**config.mk**
```make
export PLATFORM = sky130hd
export DESIGN_NAME = alu_multiply_sequencer
export DESIGN_NICKNAME = d
export VERILOG_FILES = /design/src/rtl/alu_multiply_sequencer_pkg.sv /design/src/rtl/alu_multiply_sequencer.sv
export SDC_FILE = /design/constraint.sdc
export NUM_CORES = 1
export LEC_CHECK = 0
export BUFFER_PORTS_ARGS = -buffer_cell sky130_fd_sc_hd__buf_4
export CAP_MARGIN = 20
export CORE_ASPECT_RATIO = 0.6
export CORE_MARGIN = 4
export CORE_UTILIZATION = 35
export DETAILED_ROUTE_END_ITERATION = 10
export MAX_ROUTING_LAYER = met4
export PLACE_DENSITY = 0.69
export SYNTH_ARGS = -nofsm -noshare
export SYNTH_HDL_FRONTEND = slang
export SYNTH_SLANG_ARGS = --single-unit
```
**constraint.sdc**
```tcl
create_clock -name Clock -period 1.8 [get_ports Clock]
set_clock_uncertainty 0.2 [all_clocks]
set_input_delay 0.18 -clock Clock [delete_from_list [all_inputs] [get_ports Clock]]
set_output_delay 0.18 -clock Clock [all_outputs]
set_load 0.03 [all_outputs]
```
**src/rtl/alu_multiply_sequencer_pkg.sv**
```systemverilog
// ---------------------------------------------------------------------------
// alu_multiply_sequencer_pkg
// Shared definitions for the multiply sequencer: the ALU function-select
// codes it issues and the controller state encoding.
// ---------------------------------------------------------------------------
package alu_multiply_sequencer_pkg;

    // ALU function-select codes used by the sequencer
    localparam logic [4:0] FS_PASS16 = 5'h10;  // idle drive, result unused
    localparam logic [4:0] FS_ADD16  = 5'h14;  // A + B
    localparam logic [4:0] FS_LSL16  = 5'h1b;  // A << 1
    localparam logic [4:0] FS_LSR8   = 5'h0c;  // {8'h0, A[7:0] >> 1}

    typedef enum logic [2:0] {
        ST_IDLE   = 3'd0,
        ST_ADD    = 3'd1,
        ST_SHL    = 3'd2,
        ST_SHR    = 3'd3,
        ST_FINISH = 3'd4
    } mul_state_e;

endpackage : alu_multiply_sequencer_pkg

```
**src/rtl/alu_multiply_sequencer.sv**
```systemverilog
// ---------------------------------------------------------------------------
// alu_multiply_sequencer
// Unsigned shift-and-add multiplier controller. It does no arithmetic of its
// own: every add and shift is performed by the shared 16-bit ALU, which this
// block drives through ALU_A/ALU_B/ALU_FunSel while Busy is high, reading the
// result back on ALUOut.
//
// Ports
//   Clock       rising-edge clock
//   Reset       synchronous, active-high reset (aborts any operation)
//   Start       request, sampled only while idle
//   OpA, OpB    multiplicand / multiplier (OPERAND_WIDTH bits, legal 1..8)
//   ALUOut      combinational ALU result
//   ALU_A/B     ALU operands
//   ALU_FunSel  ALU function select
//   ALU_WF      ALU flag write enable, tied low so ALU flags are untouched
//   Busy        high in every non-idle state
//   Done        one-cycle pulse, coincident with the new Product
//   Product     16-bit result, held until the next completion
// ---------------------------------------------------------------------------
module alu_multiply_sequencer
    import alu_multiply_sequencer_pkg::*;
#(
    parameter int OPERAND_WIDTH = 8
) (
    input  logic                     Clock,
    input  logic                     Reset,
    input  logic                     Start,
    input  logic [OPERAND_WIDTH-1:0] OpA,
    input  logic [OPERAND_WIDTH-1:0] OpB,
    input  logic [15:0]              ALUOut,
    output logic [15:0]              ALU_A,
    output logic [15:0]              ALU_B,
    output logic [4:0]               ALU_FunSel,
    output logic                     ALU_WF,
    output logic                     Busy,
    output logic                     Done,
    output logic [15:0]              Product
);

    localparam int                CNT_W    = $clog2(OPERAND_WIDTH) + 1;
    localparam logic [CNT_W-1:0] CNT_LAST = CNT_W'(OPERAND_WIDTH - 1);

    mul_state_e       state, state_nxt;
    logic [15:0]      m;    // shifted multiplicand
    logic [7:0]       q;    // remaining multiplier bits
    logic [15:0]      p;    // partial product
    logic [CNT_W-1:0] cnt;  // completed iterations

    // -----------------------------------------------------------------------
    // State register
    // -----------------------------------------------------------------------
    // NOTE: sequential state is written with non-blocking assignments so every
    // register samples the pre-edge values of the others.
    always_ff @(posedge Clock) begin
        if (Reset) state <= ST_IDLE;
        else       state <= state_nxt;
    end

    // -----------------------------------------------------------------------
    // Next-state logic
    // -----------------------------------------------------------------------
    // NOTE: each combinational block assigns a default first, so no path
    // leaves an output unassigned and no latch is inferred.
    always_comb begin
        state_nxt = state;
        case (state)
            ST_IDLE:   if (Start) state_nxt = OpB[0] ? ST_ADD : ST_SHL;
            ST_ADD:    state_nxt = ST_SHL;
            ST_SHL:    state_nxt = ST_SHR;
            // ALUOut[0] is the multiplier bit for the next iteration.
            ST_SHR:    if (cnt == CNT_LAST) state_nxt = ST_FINISH;
                       else                 state_nxt = ALUOut[0] ? ST_ADD : ST_SHL;
            ST_FINISH: state_nxt = ST_IDLE;
            default:   state_nxt = ST_IDLE;
        endcase
    end

    // -----------------------------------------------------------------------
    // Outputs: ALU drive and status, decoded from state only
    // -----------------------------------------------------------------------
    always_comb begin
        ALU_A      = 16'h0000;
        ALU_B      = 16'h0000;
        ALU_FunSel = FS_PASS16;
        case (state)
            ST_ADD: begin
                ALU_A      = p;
                ALU_B      = m;
                ALU_FunSel = FS_ADD16;
            end
            ST_SHL: begin
                ALU_A      = m;
                ALU_FunSel = FS_LSL16;
            end
            ST_SHR: begin
                ALU_A      = {8'h00, q};
                ALU_FunSel = FS_LSR8;
            end
            default: ;
        endcase
    end

    assign ALU_WF = 1'b0;
    assign Busy   = (state != ST_IDLE);
    assign Done   = (state == ST_FINISH);

    // -----------------------------------------------------------------------
    // Datapath registers: each captures the ALU result of its own step
    // -----------------------------------------------------------------------
    always_ff @(posedge Clock) begin
        if (Reset) begin
            m       <= '0;
            q       <= '0;
            p       <= '0;
            cnt     <= '0;
            Product <= '0;
        end else begin
            case (state)
                ST_IDLE: if (Start) begin
                    m   <= 16'(OpA);
                    q   <= 8'(OpB);
                    p   <= '0;
                    cnt <= '0;
                end
                ST_ADD: p <= ALUOut;
                ST_SHL: m <= ALUOut;
                ST_SHR: begin
                    q   <= ALUOut[7:0];
                    cnt <= cnt + CNT_W'(1);
                    // Load on the edge entering FINISH so Product and Done
                    // become visible in the same cycle.
                    if (cnt == CNT_LAST) Product <= p;
                end
                default: ;
            endcase
        end
    end

endmodule : alu_multiply_sequencer

```
==> impl_metrics.env, run 1 <==
export IMPL_drtIter0Drc=281
export IMPL_synth_compound_area_share_pct=25.67
export IMPL_pin_count=91
export IMPL_dpl_cell_area_sq_um=3938
export IMPL_post_route_drc_count=0
export IMPL_yosysTopAreaCellShare_pct=41.14
export IMPL_dieHeight_um=80.49
export IMPL_cts_sinks=63
export IMPL_avgViaCountPerCell=5.493
export IMPL_crit_start="state[0]"
export IMPL_synth_fa_ha_area_share_pct=0.4082
export IMPL_port_buffers=89
export IMPL_clock_latency_ps=330
export IMPL_syn_nets=408
export IMPL_ir_drop_uv=489.2
export IMPL_synth_cell_types=42
export IMPL_min_period_ps=1994
export IMPL_grt_setup_unrepaired="yes"
export IMPL_sw_frac_of_total_pct=28.42
export IMPL_synth_area_mux_share_pct=5.551
export IMPL_ys_seq_elements=63
export IMPL_vias=3477
export IMPL_relSlewSlack_pct=60.36
export IMPL_whs_ps=7.495
export IMPL_cts_buffers=9
export IMPL_root_buffer="clkbuf_16"
export IMPL_timing_rr_start="state[1]"
export IMPL_p_int_mw=3.260
export IMPL_comb_power_share_pct=26.3
export IMPL_cts_tree="done"
export IMPL_yosysTopAreaCell="dfxtp_1"
export IMPL_switchingPower_mw=1.295
export IMPL_gr_total_overflow=0
export IMPL_worstHoldStart="OpA[0]"
export IMPL_critical_path_class="flop to primary output"
export IMPL_setup_violations_final=36
export IMPL_place_hpwl_um=7005
export IMPL_max_cap_violations=0
export IMPL_die_w_um=128.8
export IMPL_fin_setup_tns_ps=-5078
export IMPL_grt_pass1_wl_um=16950
export IMPL_insertedDiodeCount=0
export IMPL_wl_um=11590
export IMPL_clk_pin_slew_ps=50
export IMPL_worst_slack_ps=-193.6
export IMPL_dieArea_sq_um=10370
export IMPL_htree_levels=3
export IMPL_antenna_found_initial=0
export IMPL_final_layout_size_suffix_gt1_share_pct=43.57
export IMPL_final_area_sq_um=5215
export IMPL_violations="negative setup slack"
export IMPL_start_util_pct=35.97
export IMPL_row_count=26
export IMPL_yosysSeqAreaShare_pct=41.14
export IMPL_crit_fanout=16
export IMPL_crit_arrival_ps=1610
export IMPL_wl_per_cell_um=18.31
export IMPL_gp_congestion=0.8546
export IMPL_synth_simple_area_share_pct=20.78
export IMPL_period_share_pct=110.8
export IMPL_core_area_sq_um=8523
export IMPL_grt_usage_pct=21.60
export IMPL_slew_violations=0
export IMPL_cts_buffer_depth=2
export IMPL_dr_pass1_iters=5
export IMPL_syn_area_sq_um=3065
export IMPL_nets=552
export IMPL_finalHoldViolations=0
export IMPL_critPathCaptureType="primary output"
export IMPL_clkPwrFrac_pct=39.2
export IMPL_grt_max_degree=50
export IMPL_cp_start_kind="flop"
export IMPL_final_common_cell="buf_4"
export IMPL_power_frac_seq_pct=34.5
export IMPL_outcome="finished, violations left"
export IMPL_p_per_area_nw_per_um2=873.4
export IMPL_layout_common_cells="buf_4 (92), dfxtp_1 (60), a21oi_1 (52)"
export IMPL_avgSynthCellArea_sq_um=8.240
export IMPL_r2r_slack_ps=-10
export IMPL_synthCells=372
export IMPL_antenna_violating_nets_post_route=0
export IMPL_grt_pass1_vias=3201
export IMPL_leakagePower_nw=2.113
export IMPL_synth_top_family_by_area="compound AO/OA/AOI/OAI gates"
export IMPL_synth_area_leaders="dfxtp_1 (41%), a21oi_1 (8.8%), o21ai_0 (6.4%)"
export IMPL_worstHoldPathType="input pin to flop"
export IMPL_yosysWarningCount=0
export IMPL_cp_data_required_time_ps=1420
export IMPL_p_total_mw=4.555
export IMPL_max_slew_worst_pin_slew_ps=594.6
export IMPL_synth_xor_area_share_pct=0
export IMPL_max_freq_mhz=501.6
export IMPL_synthToLayoutAreaGrowth_pct=70.12
-- repair_timing --
item,4_1_cts,5_1_grt
hold buffers,24,0
endpoints found under the setup margin,51,55
hold endpoints to repair,34,0
pin swaps,3,22
setup buffers,14,17
cloned,2,3
gates resized for setup,56,69
-- metal layers --
metal  vias up  share of wire (%)  GRT usage, %
met2       157                 44         30.17
li1       1614                  -             -
met3        28                7.5         5.249
met1      1678                 47         30.40
met5         -                  0             -
met4         0                1.8         7.023
-- area by class of cell --
cell class	count	area [sq um]
clock inverters	3	40.04
repair buffers	170	1634
inverters	2	7.507
clock buffers	13	270.3
fillers	683	3308
multi-input cells	270	1851
well taps	112	140.1
flip-flops and latches	63	1272
-- registers in the layout, indices dropped and copies added, names as in the netlist --
signal   flops
Product     16
p           16
q            8
m           16
cnt          4
state        3
-- cells by family after synthesis --
family / after synthesis
muxes: 16
other: 1
buffers and inverters: 39
DFF: 63
adders and majority gates: 1
and+or+nand+nor: 121
AOI/OAI and AO/OA: 131
-- synth_stat cells (all sizes together) --
master,count
a211oi,8
or3,2
mux2,8
o21ai,40
clkbuf,18
o31ai,1
and3b,2
mux2i,8
a22o,8
buf,19
and2,16
or4b,1
nor2b,4
nand3b,2
a22oi,8
or2,3
a21oi,54
nand2b,2
a41oi,1
nor4b,1
inv,2
a311oi,10
nor3b,3
o21bai,1
nor3,9
ha,1
nand3,20
nor2,13
nand2,43
conb,1
dfxtp,63
-- stage by stage --
step,setup slack [ps],std cells,util (%)
4_1_cts,-189.4,615,56.84
3_5_place_dp,-32.44,559,46.20
5_1_grt,-248.5,633,61.19
3_3_place_gp,23.00,559,46.20
6_report,-193.6,633,61.19
2_1_floorplan,15.76,372,-
-- path summary, 6_finish.rpt --
check                                   end  cells past startpoint
worst min register to register  Product[12]                      2
worst max register to register         q[4]                      8
worst min-delay path                   m[0]                      3
worst max-delay path               ALU_A[8]                      5
-- worst max-delay path, cell delays in order, from the launching register on --
cell and delay (ps):
dfxtp_4 370, buf_12 130, nor3b_4 250, buf_6 210
a22o_1 180, buf_6 140
-- power groups by stage --
stage                     sequential, mW  combinational, mW  clock (mW)
final                               1.57               1.20        1.79
after global routing                1.58               1.27        1.86
after CTS                           1.56              0.985        1.81
after detailed placement            1.59              0.819           0
after global placement              1.59              0.805           0
after floorplan                     1.55              0.531           0
Note: power is estimated with default switching activity, not from simulation.
==> run 2: changes to the inputs <==
==> constraint.sdc (replaced) <==
create_clock -name Clock -period 2.09 [get_ports Clock]
set_clock_uncertainty 0.2 [all_clocks]
set_input_delay 0.209 -clock Clock [delete_from_list [all_inputs] [get_ports Clock]]
set_output_delay 0.209 -clock Clock [all_outputs]
set_load 0.03 [all_outputs]
==> impl_metrics.env, run 2 (synthesized netlist as in run 1, its figures left out) <==
export IMPL_p_int_mw=2.476
export IMPL_comb_power_share_pct=21.5
export IMPL_cpMaxStageDelayCell="dfxtp_2"
export IMPL_avgViaCountPerCell=5.394
export IMPL_grt_pass1_wl_um=15980
export IMPL_gr_total_overflow=0
export IMPL_antenna_found_initial=0
export IMPL_start_util_pct=35.97
export IMPL_grt_setup_unrepaired="yes"
export IMPL_core_area_sq_um=8523
export IMPL_place_hpwl_um=7075
export IMPL_period_share_pct=100.5
export IMPL_synthToLayoutAreaGrowth_pct=45.18
export IMPL_max_cap_violations=0
export IMPL_cp_start_kind="flop"
export IMPL_cts_tree="done"
export IMPL_hold_path_end="m[2]"
export IMPL_leakagePower_nw=1.802
export IMPL_cp_slowest_stage_delay_ps=380
export IMPL_wl_per_cell_um=17.09
export IMPL_worst_slack_ps=-9.981
export IMPL_gp_congestion=0.8649
export IMPL_min_period_ps=2100
export IMPL_grt_pass1_vias=3040
export IMPL_dr_pass1_iters=5
export IMPL_vias=3220
export IMPL_htree_levels=3
export IMPL_worstHoldStart="OpA[2]"
export IMPL_layout_common_cells="buf_4 (96), dfxtp_1 (61), a21oi_1 (54)"
export IMPL_outcome="finished, violations left"
export IMPL_violations="negative setup slack"
export IMPL_critPathCaptureType="primary output"
export IMPL_r2r_slack_ps=150
export IMPL_root_buffer="clkbuf_16"
export IMPL_row_count=26
export IMPL_sw_frac_of_total_pct=28.92
export IMPL_switchingPower_mw=1.007
export IMPL_slew_violations=0
export IMPL_fin_setup_tns_ps=-11.62
export IMPL_final_common_cell="buf_4"
export IMPL_port_buffers=89
export IMPL_timing_rr_start="state[0]"
export IMPL_final_area_sq_um=4451
export IMPL_grt_usage_pct=20.24
export IMPL_insertedDiodeCount=0
export IMPL_stdcell_count=597
export IMPL_setup_violations_final=2
export IMPL_cp_data_required_time_ps=1680
export IMPL_crit_chain="buf_4 > nor3b_4 > buf_4 > and2_1 > buf_4"
export IMPL_drtIter0Drc=267
export IMPL_dieHeight_um=80.49
export IMPL_reg2regPathDepth=7
export IMPL_die_w_um=128.8
export IMPL_final_layout_size_suffix_gt1_share_pct=30.31
export IMPL_wl_um=10200
export IMPL_antenna_violating_nets_post_route=0
export IMPL_clkPwrFrac_pct=39.6
export IMPL_pin_count=91
export IMPL_dpl_cell_count=550
export IMPL_reg2reg_to="m[0]"
export IMPL_p_total_mw=3.484
export IMPL_worstHoldPathType="input pin to flop"
export IMPL_p_per_area_nw_per_um2=782.8
export IMPL_critical_path_class="flop to primary output"
export IMPL_power_frac_seq_pct=38.9
export IMPL_dpl_cell_area_sq_um=3817
export IMPL_max_slew_worst_pin_slew_ps=1024
export IMPL_cts_buffer_depth=2
export IMPL_crit_arrival_ps=1690
export IMPL_finalHoldViolations=0
export IMPL_reg_top3="Product x16, m x16, p x16"
export IMPL_ir_drop_uv=407.9
export IMPL_dieArea_sq_um=10370
export IMPL_post_route_drc_count=0
export IMPL_crit_top_cell="buf_4"
export IMPL_nets=516
export IMPL_hold_depth=3
export IMPL_cts_buffers=9
export IMPL_relSlewSlack_pct=31.49
export IMPL_clk_pin_slew_ps=50
export IMPL_max_freq_mhz=476.2
export IMPL_clock_latency_ps=330
export IMPL_crit_fanout=17
export IMPL_cts_sinks=63
export IMPL_grt_max_degree=63
## run 2: cell count changes in the layout (fill, tap and decap cells not counted), sizes merged
| cell | previous run | this run |
|---|---|---|
| buf | 144 | 110 |
| bufinv | 1 | 0 |
| clkbuf | 15 | 13 |
| clkinvlp | 0 | 1 |
## run 2: worst max-delay path, delay by kind of cell, from the launching register on
family        cells  cell delay [ps]
simple gates      2              360
flops             1              380
buf+inv           3              610
## run 2: stage by stage
step / worst slack, ps / util [%] / hold WS, ps
after floorplan: 120.2 / - / 145.0
after global placement: 172.4 / 44.79 / 266.6
after detailed placement: 126.6 / 44.79 / 271.4
after CTS: -4.529 / 51.70 / 33.45
after global routing: -86.64 / 52.22 / 58.39
final: -9.981 / 52.22 / 38.64
## run 2: worst max path at each step
stage	endpoint	cells after the start	start
after floorplan	Done	3	state[2]
after global placement	p[10]	5	state[1]
after detailed placement	p[6]	5	state[1]
after CTS	ALU_A[13]	5	state[0]
after global routing	ALU_B[8]	5	state[2]
final	ALU_B[10]	5	state[1]
## run 2: repair_timing
item                                   4_1_cts  5_1_grt
gates cloned                                 1        0
hold buffers                                24        0
endpoints found under the hold margin       33        0
setup endpoints to repair                   35       27
buffers inserted                             6        0
resized for setup                            8       13
pin swaps                                    1        8
## run 2: layer usage
layer,vias to the layer above,global-route usage [%],share of wire [%]
li1,1543,-,-
met1,1532,28.80,49
met2,133,28.31,42
met3,12,4.850,7.5
met4,0,5.765,1.0
met5,-,-,0
## run 2: final cells by class
| type | count | area (sq um) |
|---|---|---|
| repair buffers | 134 | 1131 |
| fillers | 798 | 4073 |
| clock buffers | 13 | 260.3 |
| clock inverters | 3 | 17.52 |
| multi-input cells | 270 | 1625 |
| well taps | 112 | 140.1 |
| inverters | 2 | 10.01 |
| flip-flops and latches | 63 | 1266 |
## run 2: power by group through the flow
stage	Combinational (mW)	Clock [mW]	Sequential, mW
6_report	0.750	1.38	1.36
5_1_grt	0.808	1.44	1.36
4_1_cts	0.735	1.40	1.35
3_5_place_dp	0.662	0	1.37
3_3_place_gp	0.650	0	1.37
2_1_floorplan	0.455	0	1.34
==> run 3: changes to the inputs <==
--- a/config.mk
+++ b/config.mk
@@ -12,7 +12,7 @@
 export CORE_UTILIZATION = 35
 export DETAILED_ROUTE_END_ITERATION = 10
 export MAX_ROUTING_LAYER = met4
-export PLACE_DENSITY = 0.69
+export PLACE_DENSITY = 0.63
 export SYNTH_ARGS = -nofsm -noshare
 export SYNTH_HDL_FRONTEND = slang
 export SYNTH_SLANG_ARGS = --single-unit
==> impl_metrics.env, run 3 (synthesized netlist as in run 1, its figures left out) <==
export IMPL_outcome="completed"
export IMPL_gr_total_overflow=0
export IMPL_htree_levels=3
export IMPL_vias=3271
export IMPL_final_layout_size_suffix_gt1_share_pct=32.86
export IMPL_row_count=26
export IMPL_leakagePower_nw=1.900
export IMPL_dieArea_sq_um=10370
export IMPL_worst_slack_ps=12.71
export IMPL_reg2reg_to="cnt[2]"
export IMPL_crit_fanout=8
export IMPL_synthToLayoutAreaGrowth_pct=52.45
export IMPL_wl_um=10540
export IMPL_grt_max_degree=63
export IMPL_cts_tree="done"
export IMPL_grt_pass1_wl_um=16080
export IMPL_slew_violations=0
export IMPL_root_buffer="clkbuf_16"
export IMPL_dpl_cell_area_sq_um=3820
export IMPL_critPathCaptureType="primary output"
export IMPL_drtIter0Drc=344
export IMPL_grt_usage_pct=20.64
export IMPL_clock_latency_ps=330
export IMPL_critical_path_class="flop to primary output"
export IMPL_dr_pass1_iters=5
export IMPL_worstHoldStart="OpA[2]"
export IMPL_r2r_slack_ps=150
export IMPL_timing_rr_start="state[2]"
export IMPL_grt_setup_unrepaired="yes"
export IMPL_period_share_pct=99.39
export IMPL_reg2regPathDepth=4
export IMPL_dieHeight_um=80.49
export IMPL_start_util_pct=35.97
export IMPL_max_freq_mhz=481.4
export IMPL_avgViaCountPerCell=5.380
export IMPL_hold_depth=3
export IMPL_post_route_drc_count=0
export IMPL_relSlewSlack_pct=33.74
export IMPL_setup_violations_final=0
export IMPL_layout_common_cells="buf_4 (89), dfxtp_1 (60), a21oi_1 (54)"
export IMPL_max_cap_violations=0
export IMPL_pin_count=91
export IMPL_endpoint="ALU_A[12]"
export IMPL_grt_pass1_vias=2983
export IMPL_crit_start="state[2]"
export IMPL_min_period_ps=2077
export IMPL_stdcell_count=608
export IMPL_max_slew_worst_pin_slew_ps=990.2
export IMPL_reg_top3="Product x16, m x16, p x16"
export IMPL_crit_arrival_ps=1670
export IMPL_wl_per_cell_um=17.33
export IMPL_clk_pin_slew_ps=50
export IMPL_nets=528
export IMPL_gp_congestion=0.8111
export IMPL_fin_setup_tns_ps=0
export IMPL_p_per_area_nw_per_um2=753.2
export IMPL_worstHoldPathType="input pin to flop"
export IMPL_cp_start_kind="flop"
export IMPL_die_w_um=128.8
export IMPL_place_hpwl_um=7021
export IMPL_cts_sinks=63
export IMPL_ir_drop_uv=451.7
export IMPL_insertedDiodeCount=0
export IMPL_cp_data_required_time_ps=1680
export IMPL_core_area_sq_um=8523
export IMPL_finalHoldViolations=0
export IMPL_whs_ps=31.16
export IMPL_cts_buffers=9
export IMPL_dpl_cell_count=547
export IMPL_place_ws_ps=23.37
export IMPL_antenna_found_initial=0
export IMPL_port_buffers=89
export IMPL_final_area_sq_um=4673
export IMPL_cts_buffer_depth=2
export IMPL_final_common_cell="buf_4"
export IMPL_antenna_violating_nets_post_route=0
run 3: changes by cell type in the layout (fill, tap and decap cells not counted), moves of 2 or more:
cell       change
and2_1         -6
and2_4         +6
buf_12         +2
buf_4          -7
buf_6         +14
clkbuf_1       +2
clkbuf_16      +2
dfxtp_4        +2
run 3: repair_timing:
action,CTS,global route
endpoints found under the setup margin,31,28
hold endpoints to repair,34,0
cloned,2,2
gates resized for setup,12,33
hold buffers,24,0
buffers inserted,8,11
pin swaps,2,4
run 3: power breakdown:
group | leakage, nW | internal, mW | total [mW] | switching [mW]
sequential | 0.516 | 1.28 | 1.34 | 0.0652
clock | 0.127 | 0.826 | 1.33 | 0.499
combinational | 1.26 | 0.404 | 0.851 | 0.447
run 3: worst min-delay path by stage:
stage | endpoint | slack [ps]
floorplan | m[10] | 150
global placement | Product[15] | 270
detailed placement | q[0] | 270
CTS | m[2] | 20
global route | m[2] | 20
finish | m[2] | 30
run 3: metrics by stage:
step           power (mW)  utilization, %
2_1_floorplan       1.792               -
3_3_place_gp        2.029           44.82
3_5_place_dp        2.037           44.82
4_1_cts             3.460           52.11
5_1_grt             3.674           54.83
6_report            3.520           54.83
run 3: critical path, stage by stage (launching register included):
cell,delay (ps)
dfxtp_4,370
buf_6,120
nor3b_4,250
buf_6,160
clkbuf_16,150
a22o_1,150
buf_6,140
run 3: layout make-up:
| class | count | area (sq um) |
|---|---|---|
| clock inverters | 1 | 5.005 |
| clock buffers | 14 | 254.0 |
| fillers | 792 | 3850 |
| inverters | 2 | 7.507 |
| flip-flops and latches | 63 | 1272 |
| well taps | 112 | 140.1 |
| multi-input cells | 270 | 1640 |
| repair buffers | 146 | 1354 |
run 3: metal layers:
layer  wire [um]  global-route usage [%]  part of all wire (%)  vias to the layer above
met5           0                       -                     0                        -
met4         101                   5.451                  0.96                        0
met3         962                   5.648                   9.1                       12
met2        4477                   27.53                    42                      136
met1        4997                   30.15                    47                     1548
li1            -                       -                     -                     1575
